`src/rtl/ls_jk_bank.sv`:
```
// ----------------------------------------------------------------------------
// ls_jk_bank
//
// Bank of CHANNELS negative-edge-triggered J-K flip-flops sharing one clock
// and one asynchronous clear. Drop-in generalisation of the dual 74LS107 with
// a per-channel clock enable and a per-channel synchronous clear. With
// CASCADE=1 the stages form a synchronous binary counter: stage i only sees
// its enable when every lower stage currently reads 1. All stages update on
// the same edge, so there is no ripple delay.
//
// Parameters
//   CHANNELS  number of flip-flops (1..32); bit 0 is the least significant
//   CASCADE   0 = independent channels, 1 = synchronous counter chain
//
// Ports
//   _clk   in   1         clock; state changes on its falling edge
//   _clr   in   1         asynchronous active-low clear of every channel
//   ce     in   CHANNELS  per-channel clock enable, active-high
//   j      in   CHANNELS  J inputs
//   k      in   CHANNELS  K inputs
//   _sclr  in   CHANNELS  per-channel synchronous clear, active-low
//   _spre  in   CHANNELS  per-channel synchronous preset, active-low
//                         (present only when LS_JK_BANK_PRESET_EN is defined)
//   q      out  CHANNELS  flip-flop outputs
//   _q     out  CHANNELS  complement of q, combinational
//   tc     out  1         terminal count: CASCADE=1, q all ones and ce[0]
//
// Configuration macro
//   LS_JK_BANK_PRESET_EN  adds the _spre port; sync clear still beats preset.
// ----------------------------------------------------------------------------
module ls_jk_bank #(
    parameter int CHANNELS = 4,
    parameter int CASCADE  = 0
) (
    input  logic                _clk,
    input  logic                _clr,
    input  logic [CHANNELS-1:0] ce,
    input  logic [CHANNELS-1:0] j,
    input  logic [CHANNELS-1:0] k,
    input  logic [CHANNELS-1:0] _sclr,
`ifdef LS_JK_BANK_PRESET_EN
    input  logic [CHANNELS-1:0] _spre,
`endif
    output logic [CHANNELS-1:0] q,
    output logic [CHANNELS-1:0] _q,
    output logic                tc
);

    logic [CHANNELS-1:0] en;
    logic [CHANNELS-1:0] q_next;

    // Effective enable per stage. In cascade mode the gating term is the AND
    // of all lower q bits as they stand before the edge; j/k of the lower
    // stages play no part, so a held stage sitting at 1 still passes the
    // enable upward.
    always_comb begin : enable_chain
        logic lower_ones;
        // NOTE: blocking '=' is correct here: lower_ones is a running temporary
        // inside combinational logic, and each iteration must see the value
        // updated by the previous one.
        lower_ones = 1'b1;
        for (int i = 0; i < CHANNELS; i++) begin
            if (CASCADE != 0) begin
                en[i] = ce[i] & lower_ones;
            end else begin
                en[i] = ce[i];
            end
            lower_ones = lower_ones & q[i];
        end
    end

    // Per-channel next state: sync clear, then sync preset, then enable,
    // then the J-K table.
    always_comb begin
        // NOTE: q_next gets a full default before the loop so every path
        // assigns it; without this the hold cases would infer latches.
        q_next = q;
        for (int i = 0; i < CHANNELS; i++) begin
            if (!_sclr[i]) begin
                q_next[i] = 1'b0;
            end
`ifdef LS_JK_BANK_PRESET_EN
            else if (!_spre[i]) begin
                q_next[i] = 1'b1;
            end
`endif
            else if (en[i]) begin
                case ({j[i], k[i]})
                    2'b10:   q_next[i] = 1'b1;
                    2'b01:   q_next[i] = 1'b0;
                    2'b11:   q_next[i] = ~q[i];
                    default: q_next[i] = q[i];
                endcase
            end
        end
    end

    // NOTE: _clr is in the sensitivity list, so it clears q the moment it
    // falls, without waiting for a clock edge, and holds q at zero while low.
    always_ff @(negedge _clk or negedge _clr) begin
        if (!_clr) begin
            q <= '0;
        end else begin
            q <= q_next;
        end
    end

    assign _q = ~q;
    assign tc = (CASCADE != 0) && (&q) && ce[0];

endmodule

```
`config.mk`:
```
export PLATFORM = sky130hd
export DESIGN_NAME = ls_jk_bank
export DESIGN_NICKNAME = d
export VERILOG_FILES = /design/src/rtl/ls_jk_bank.sv
export SDC_FILE = /design/constraint.sdc
export NUM_CORES = 1
export LEC_CHECK = 0
export ABC_AREA = 1
export CELL_PAD_IN_SITES_DETAIL_PLACEMENT = 1
export CELL_PAD_IN_SITES_GLOBAL_PLACEMENT = 1
export CORE_UTILIZATION = 12
export DETAILED_ROUTE_END_ITERATION = 7
export PLACE_DENSITY_LB_ADDON = 0.1
export SYNTH_ARGS = -nofsm -noshare
export SYNTH_HDL_FRONTEND = slang
export SYNTH_SLANG_ARGS = --single-unit
```
`constraint.sdc`:
```
create_clock -name _clk -period 0.8 [get_ports _clk]
set_input_delay 0.12 -clock _clk [delete_from_list [all_inputs] [get_ports _clk]]
set_output_delay 0.12 -clock _clk [all_outputs]
set_load 0.005 [all_outputs]
```
==> results of run 1 <==
-- worst max-delay path by stage --
stage / from / endpoint / slack (ns) / depth (start not counted)
global route: q[0]$_DFFE_NN0P_ / q[0] / -0.61 / 2
detailed placement: q[3]$_DFFE_NN0P_ / q[3] / -0.69 / 1
global placement: q[1]$_DFFE_NN0P_ / q[1] / -0.65 / 1
finish: q[3]$_DFFE_NN0P_ / q[3] / -0.58 / 2
CTS: q[3]$_DFFE_NN0P_ / q[3] / -0.58 / 2
floorplan: q[1]$_DFFE_NN0P_ / _q[1] / -0.21 / 1
-- logic make-up (layout without fill, tap and decap cells) --
kind of cell,after synthesis,in the layout,share of synthesized area (%)
AO/OA/AOI/OAI,4,4,10.1
AND/OR/NAND/NOR,12,12,26.4
other,1,1,1.88
buffers and inverters,5,41,11.3
flip-flops,4,4,50.3
-- cells in the mapped netlist, drive strengths merged --
cell type,number
nor2,4
conb,1
a21oi,4
inv,4
nand2,4
buf,1
nand3,4
dfrtn,4
-- power by group through the flow --
stage               logic [uW]  clock network [uW]  registers (uW)
floorplan                 36.0                   0             235
global placement           183                   0             232
detailed placement         188                   0             235
CTS                        236                 262             228
global route               270                 270             231
finish                     249                 245             229
-- metrics by stage --
| step | setup TNS, ns | worst slack, ns | area (um2) | total power (uW) |
|---|---|---|---|---|
| after global placement | -7.43 | -0.650 | 469 | 415 |
| after detailed placement | -7.62 | -0.686 | 469 | 423 |
| final | -4.97 | -0.579 | 599 | 723 |
| after CTS | -5.08 | -0.579 | 576 | 727 |
| after global routing | -5.45 | -0.614 | 599 | 770 |
| after floorplan | -1.60 | -0.211 | 199 | 271 |
-- layout make-up --
class                           instances  share of cell area, %
Tap cell                               16                   3.34
Clock buffer                            3                   3.76
Sequential cell                         4                   16.7
Timing Repair Buffer                   34                   53.4
Multi-Input combinational cell         17                   20.3
Inverter                                4                   2.51
-- layer usage --
| layer | share of wire, % | wire, um | track usage, % |
|---|---|---|---|
| met3 | 13 | 100 | 9.36 |
| met2 | 51 | 400 | 14.5 |
| met1 | 37 | 289 | 10.3 |
| met4 | 0 | 0 | 0 |
| met5 | 0 | 0 | 0 |
-- repair_timing --
action,in CTS,in global routing
endpoints found under the setup margin,12,12
resized for setup,63,8
pin swaps,13,6
cloned,0,0
buffers inserted,10,3
==> run metrics, run 1 <==
CTS tree yes; commonest non-fill, non-tap cells in the layout 13 x dlygate4sd2_1, 13 x buf_6; crit path max-delay cell type dfrtn_1; Buf+Inv Stages, Crit Path 2; maximum VDD drop 0.000778 V; clk_lat worst skew 0.25 ns; cell taking the most area after synthesis dfrtn_1; Mapped Nets 44; syn avg cell area 7.65 um2; Internal 549 uW; max cap viols 0; via count 320; full die area 1820 um2; ANT cells 0; layout cells sized above 1 50.0%; Inserted Clock Buffers 3; Comb power frac 34.4%; Root Buffer clkbuf_4; Worst Setup End Kind output pin; sequential share of power 31.7%; r2r worst-path depth 5; Yosys reg bits 4; Sw Pwr 174 uW; fin cells 78; GR Overflow Total 0; Avg WL per Cell 10.1 um; Final setup viols 12; Cell variety after synth 9; max reg flops 4; sequential-to-total area share from yosys stat 50.3%; max-slew violations 0; Reg with most FFs q; r2r setup slk -0.16 ns; placed insts 67; GP Congestion 0.676; switching part of the total 24.0%; Core ar. 1520 um2; RSZ-0062 raised after global routing yes; GR Util All Layers 9.60%; post-synthesis cell count 26; area delta synth->final 201%; crit path DAT 1.26 ns; failing checks setup timing; yosys warns 0; leakage power 0.000288 uW; drt initial violations 3; largest net degree at the start of global routing 5; DRC 0; worst hold-check path type in -> async; hold-fix buffers at CTS 0; final worst slack -0.579 ns; Die W 42.7 um; Critical Path Start Type flip-flop; Fillers 185; Pwr Density 1210 nW/um2; initial antenna violation count 0; HPWL Detailed 604 um; sequential cell area 100 um2; synth top area cells dfrtn_1 50%, a21oi_1 10%, nand3_1 10%, inv_1 7.5%, nand2_1 7.5%; Clk pwr share 33.9%; final WL 790 um; NumNets Final 82; share of the synthesized area in the top cell type 50.3%; row count 14; clock sink count 4; area of the multi-input gates 121 um2; Mapped Area 199 um2; Ports 27; Initial Util 13.1%; Worst Skew 0 ns; reg2reg start q[2]$_DFFE_NN0P_; end-of-flow core utilization 39.3%; final hold slack 0.378 ns; post-DR vias/cell 4.10; Crit path max-delay family flip-flops; top flop regs q (4); Worst path max stage delay 0.42 ns; PortBufs 25; clk slew on worst S/H paths 0.03 ns; Longest Clk Path Bufs 2; crit-path cells buf_6 -> buf_6; drt pass-1 iters 4; Die Y 42.7 um; status finished with violations; H-tree levels 1; first-pass GRT wire length 1240 um; worst-path maximum fanout 2; CP most frequent cell buf_6; vias in the first global route 292; FF-to-FF End q[2]$_DFFE_NN0P_; worst endpoint required time 0.68 ns; WS Path Type reg -> out; Post-DRT Antenna Nets 0; Hold Vio Cnt, Final 0
(Power assumes the default switching activity.)
==> run 2, diff against run 1 <==
--- a/config.mk
+++ b/config.mk
@@ -8,7 +8,7 @@
 export ABC_AREA = 1
 export CELL_PAD_IN_SITES_DETAIL_PLACEMENT = 1
 export CELL_PAD_IN_SITES_GLOBAL_PLACEMENT = 1
-export CORE_UTILIZATION = 12
+export CORE_UTILIZATION = 14
 export DETAILED_ROUTE_END_ITERATION = 7
 export PLACE_DENSITY_LB_ADDON = 0.1
 export SYNTH_ARGS = -nofsm -noshare
==> constraint.sdc (replaced) <==
create_clock -name _clk -period 1.6 [get_ports _clk]
set_input_delay 0.24 -clock _clk [delete_from_list [all_inputs] [get_ports _clk]]
set_output_delay 0.24 -clock _clk [all_outputs]
set_load 0.005 [all_outputs]
==> run metrics, run 2 (synthesis results as in run 1) <==
final worst slack -0.298 ns (+0.280 ns); worst-path maximum fanout 2 (unchanged); final hold slack 0.585 ns (+0.207 ns); sequential cell area 100 um2 (unchanged); reg2reg start q[3]$_DFFE_NN0P_; drt pass-1 iters 2 (-2); Fillers 167 (-9.7%); crit path DAT 1.66 ns (+0.40 ns); clk slew on worst S/H paths 0.03 ns (about the same); Power Total 351 uW (-51%); area of the multi-input gates 80.1 um2 (-34%); failing checks setup timing; Worst Skew 0 ns (unchanged); Root Buffer clkbuf_4; largest net degree at the start of global routing 5 (unchanged); worst hold-check path type reg -> reg; WS Path Type reg -> out; first-pass GRT wire length 1230 um (-1.1%); Reg with most FFs q; via count 319 (-0.31%); drt initial violations 1 (-2); Ports 27 (unchanged); Worst Setup End Kind output pin; CTS tree yes; NumNets Final 82 (unchanged); worst hold path depth 3; status finished with violations; RSZ-0062 raised after global routing yes; Final setup viols 8 (-4); max-slew violations 0 (unchanged); clk_lat worst skew 0.25 ns (about the same); Buf+Inv Stages, Crit Path 2 (unchanged); crit path max-delay cell type dfrtn_1; ANT cells 0 (unchanged); Core ar. 1320 um2 (-14%); clock sink count 4 (unchanged); row count 13 (-1); commonest non-fill, non-tap cells in the layout 10 x clkdlybuf4s50_1, 6 x buf_6, 6 x buf_4, 5 x dlygate4sd2_1, 5 x buf_2; maximum VDD drop 0.000375 V (-52%); DRC 0 (unchanged); Die Y 39.7 um (-7.1%); Initial Util 15.1% (+2.0 points); top flop regs q (4); Worst path max stage delay 0.42 ns (about the same); GR Overflow Total 0 (unchanged); post-DR vias/cell 4.14 (+0.98%); crit-path cells buf_6 -> buf_6; area delta synth->final 173%; Crit path max-delay family flip-flops; Crit. path cell count 2 (unchanged); leakage power 0.000285 uW (-1.2%); worst hold path startpoint q[0]$_DFFE_NN0P_; Pwr Density 647 nW/um2 (-46%); Post-DRT Antenna Nets 0 (unchanged); Avg WL per Cell 10.9 um (+8.1%); full die area 1580 um2 (-14%); Longest Clk Path Bufs 2 (unchanged); Inserted Clock Buffers 3 (unchanged); worst endpoint required time 1.36 ns (+0.68 ns); commonest non-fill, non-tap cell in the layout clkdlybuf4s50_1; crit path launch q[2]$_DFFE_NN0P_; r2r worst-path depth 6 (+1); vias in the first global route 317 (+8.6%); layout cells sized above 1 35.5% (-15 points); placed insts 66 (-1.5%); r2r setup slk 0.53 ns (+0.69 ns); Die W 39.7 um (-7.1%); final WL 843 um (+6.7%); Critical Path Start Type flip-flop; initial antenna violation count 0 (unchanged); Hold Path Sink q[0]$_DFFE_NN0P_; max cap viols 0 (unchanged); GR Util All Layers 12.6% (+3.0 points); FF-to-FF End q[3]$_DFFE_NN0P_; Hold Vio Cnt, Final 0 (unchanged); CP most frequent cell buf_6; max reg flops 4 (unchanged); GP Congestion 0.453 (-33%); H-tree levels 1 (unchanged); PortBufs 25 (unchanged); fin cells 77 (-1.3%)
run 2: changes by cell type in the layout (fill, tap and decap cells not counted), sizes merged:
cell	change
dlymetal6s2s	+2
clkdlybuf4s50	+6
dlygate4sd2	-8
run 2: layer usage:
layer	global-route usage, %	vias up	wire length (um)
li1	-	152	-
met1	9.56	148	230
met2	25.4	19	505
met3	7.95	0	106
met4	2.59	0	0
met5	0	-	0
run 2: through the flow:
stage          worst slack (ns)  setup TNS [ns]  util, %  cell area, um2
6_report                 -0.298           -2.16     41.2             543
5_1_grt                  -0.335           -2.43     41.2             543
4_1_cts                  -0.305           -2.20     39.7             523
3_5_place_dp             -0.405           -4.11     35.5             468
3_3_place_gp             -0.377           -3.75     35.5             468
2_1_floorplan            0.0686               0        -             199
run 2: cell type report:
type / count / area share (%)
timing repair buffer: 34 / 56.5
inverter: 4 / 2.76
clock buffer: 3 / 4.15
multi-input combinational: 17 / 14.7
tap: 15 / 3.46
sequential: 4 / 18.4
run 2: worst max path at each step:
| stage | end | slack, ns |
|---|---|---|
| finish | q[2] | -0.30 |
| global route | q[2] | -0.33 |
| CTS | q[3] | -0.31 |
| detailed placement | q[1] | -0.40 |
| global placement | q[3] | -0.38 |
| floorplan | _q[1] | 0.07 |
run 2: worst register-to-register path, cell delays in order (launching register included):
cell and delay [ns]:
dfrtn_1 0.42, buf_6 0.11, buf_4 0.09, buf_4 0.10, nand3_1 0.08, nand2_1 0.08, nor2_1 0.04
run 2: repair_timing:
action / CTS / global route
gates cloned: 0 / 0
hold buffers: 0 / 0
setup buffers: 6 / 2
resized for setup: 44 / 2
setup endpoints to repair: 12 / 11
pin swaps: 2 / 5
endpoints found under the hold margin: 0 / 0
run 2: report_power, final:
group	total (uW)	switching (uW)	leakage, uW	internal [uW]
registers	114	4.78	0.0000527	110
clock network	128	43.6	0.0000138	84.1
logic	109	34.7	0.000218	74.4
total	351	83.1	0.000285	268
==> run 3, diff against run 2 <==
--- a/config.mk
+++ b/config.mk
@@ -6,6 +6,7 @@
 export NUM_CORES = 1
 export LEC_CHECK = 0
 export ABC_AREA = 1
+export CAP_MARGIN = 20
 export CELL_PAD_IN_SITES_DETAIL_PLACEMENT = 1
 export CELL_PAD_IN_SITES_GLOBAL_PLACEMENT = 1
 export CORE_UTILIZATION = 14
==> results of run 3 <==
Same layout as run 2: the final DEF is identical, and so are final timing and power.
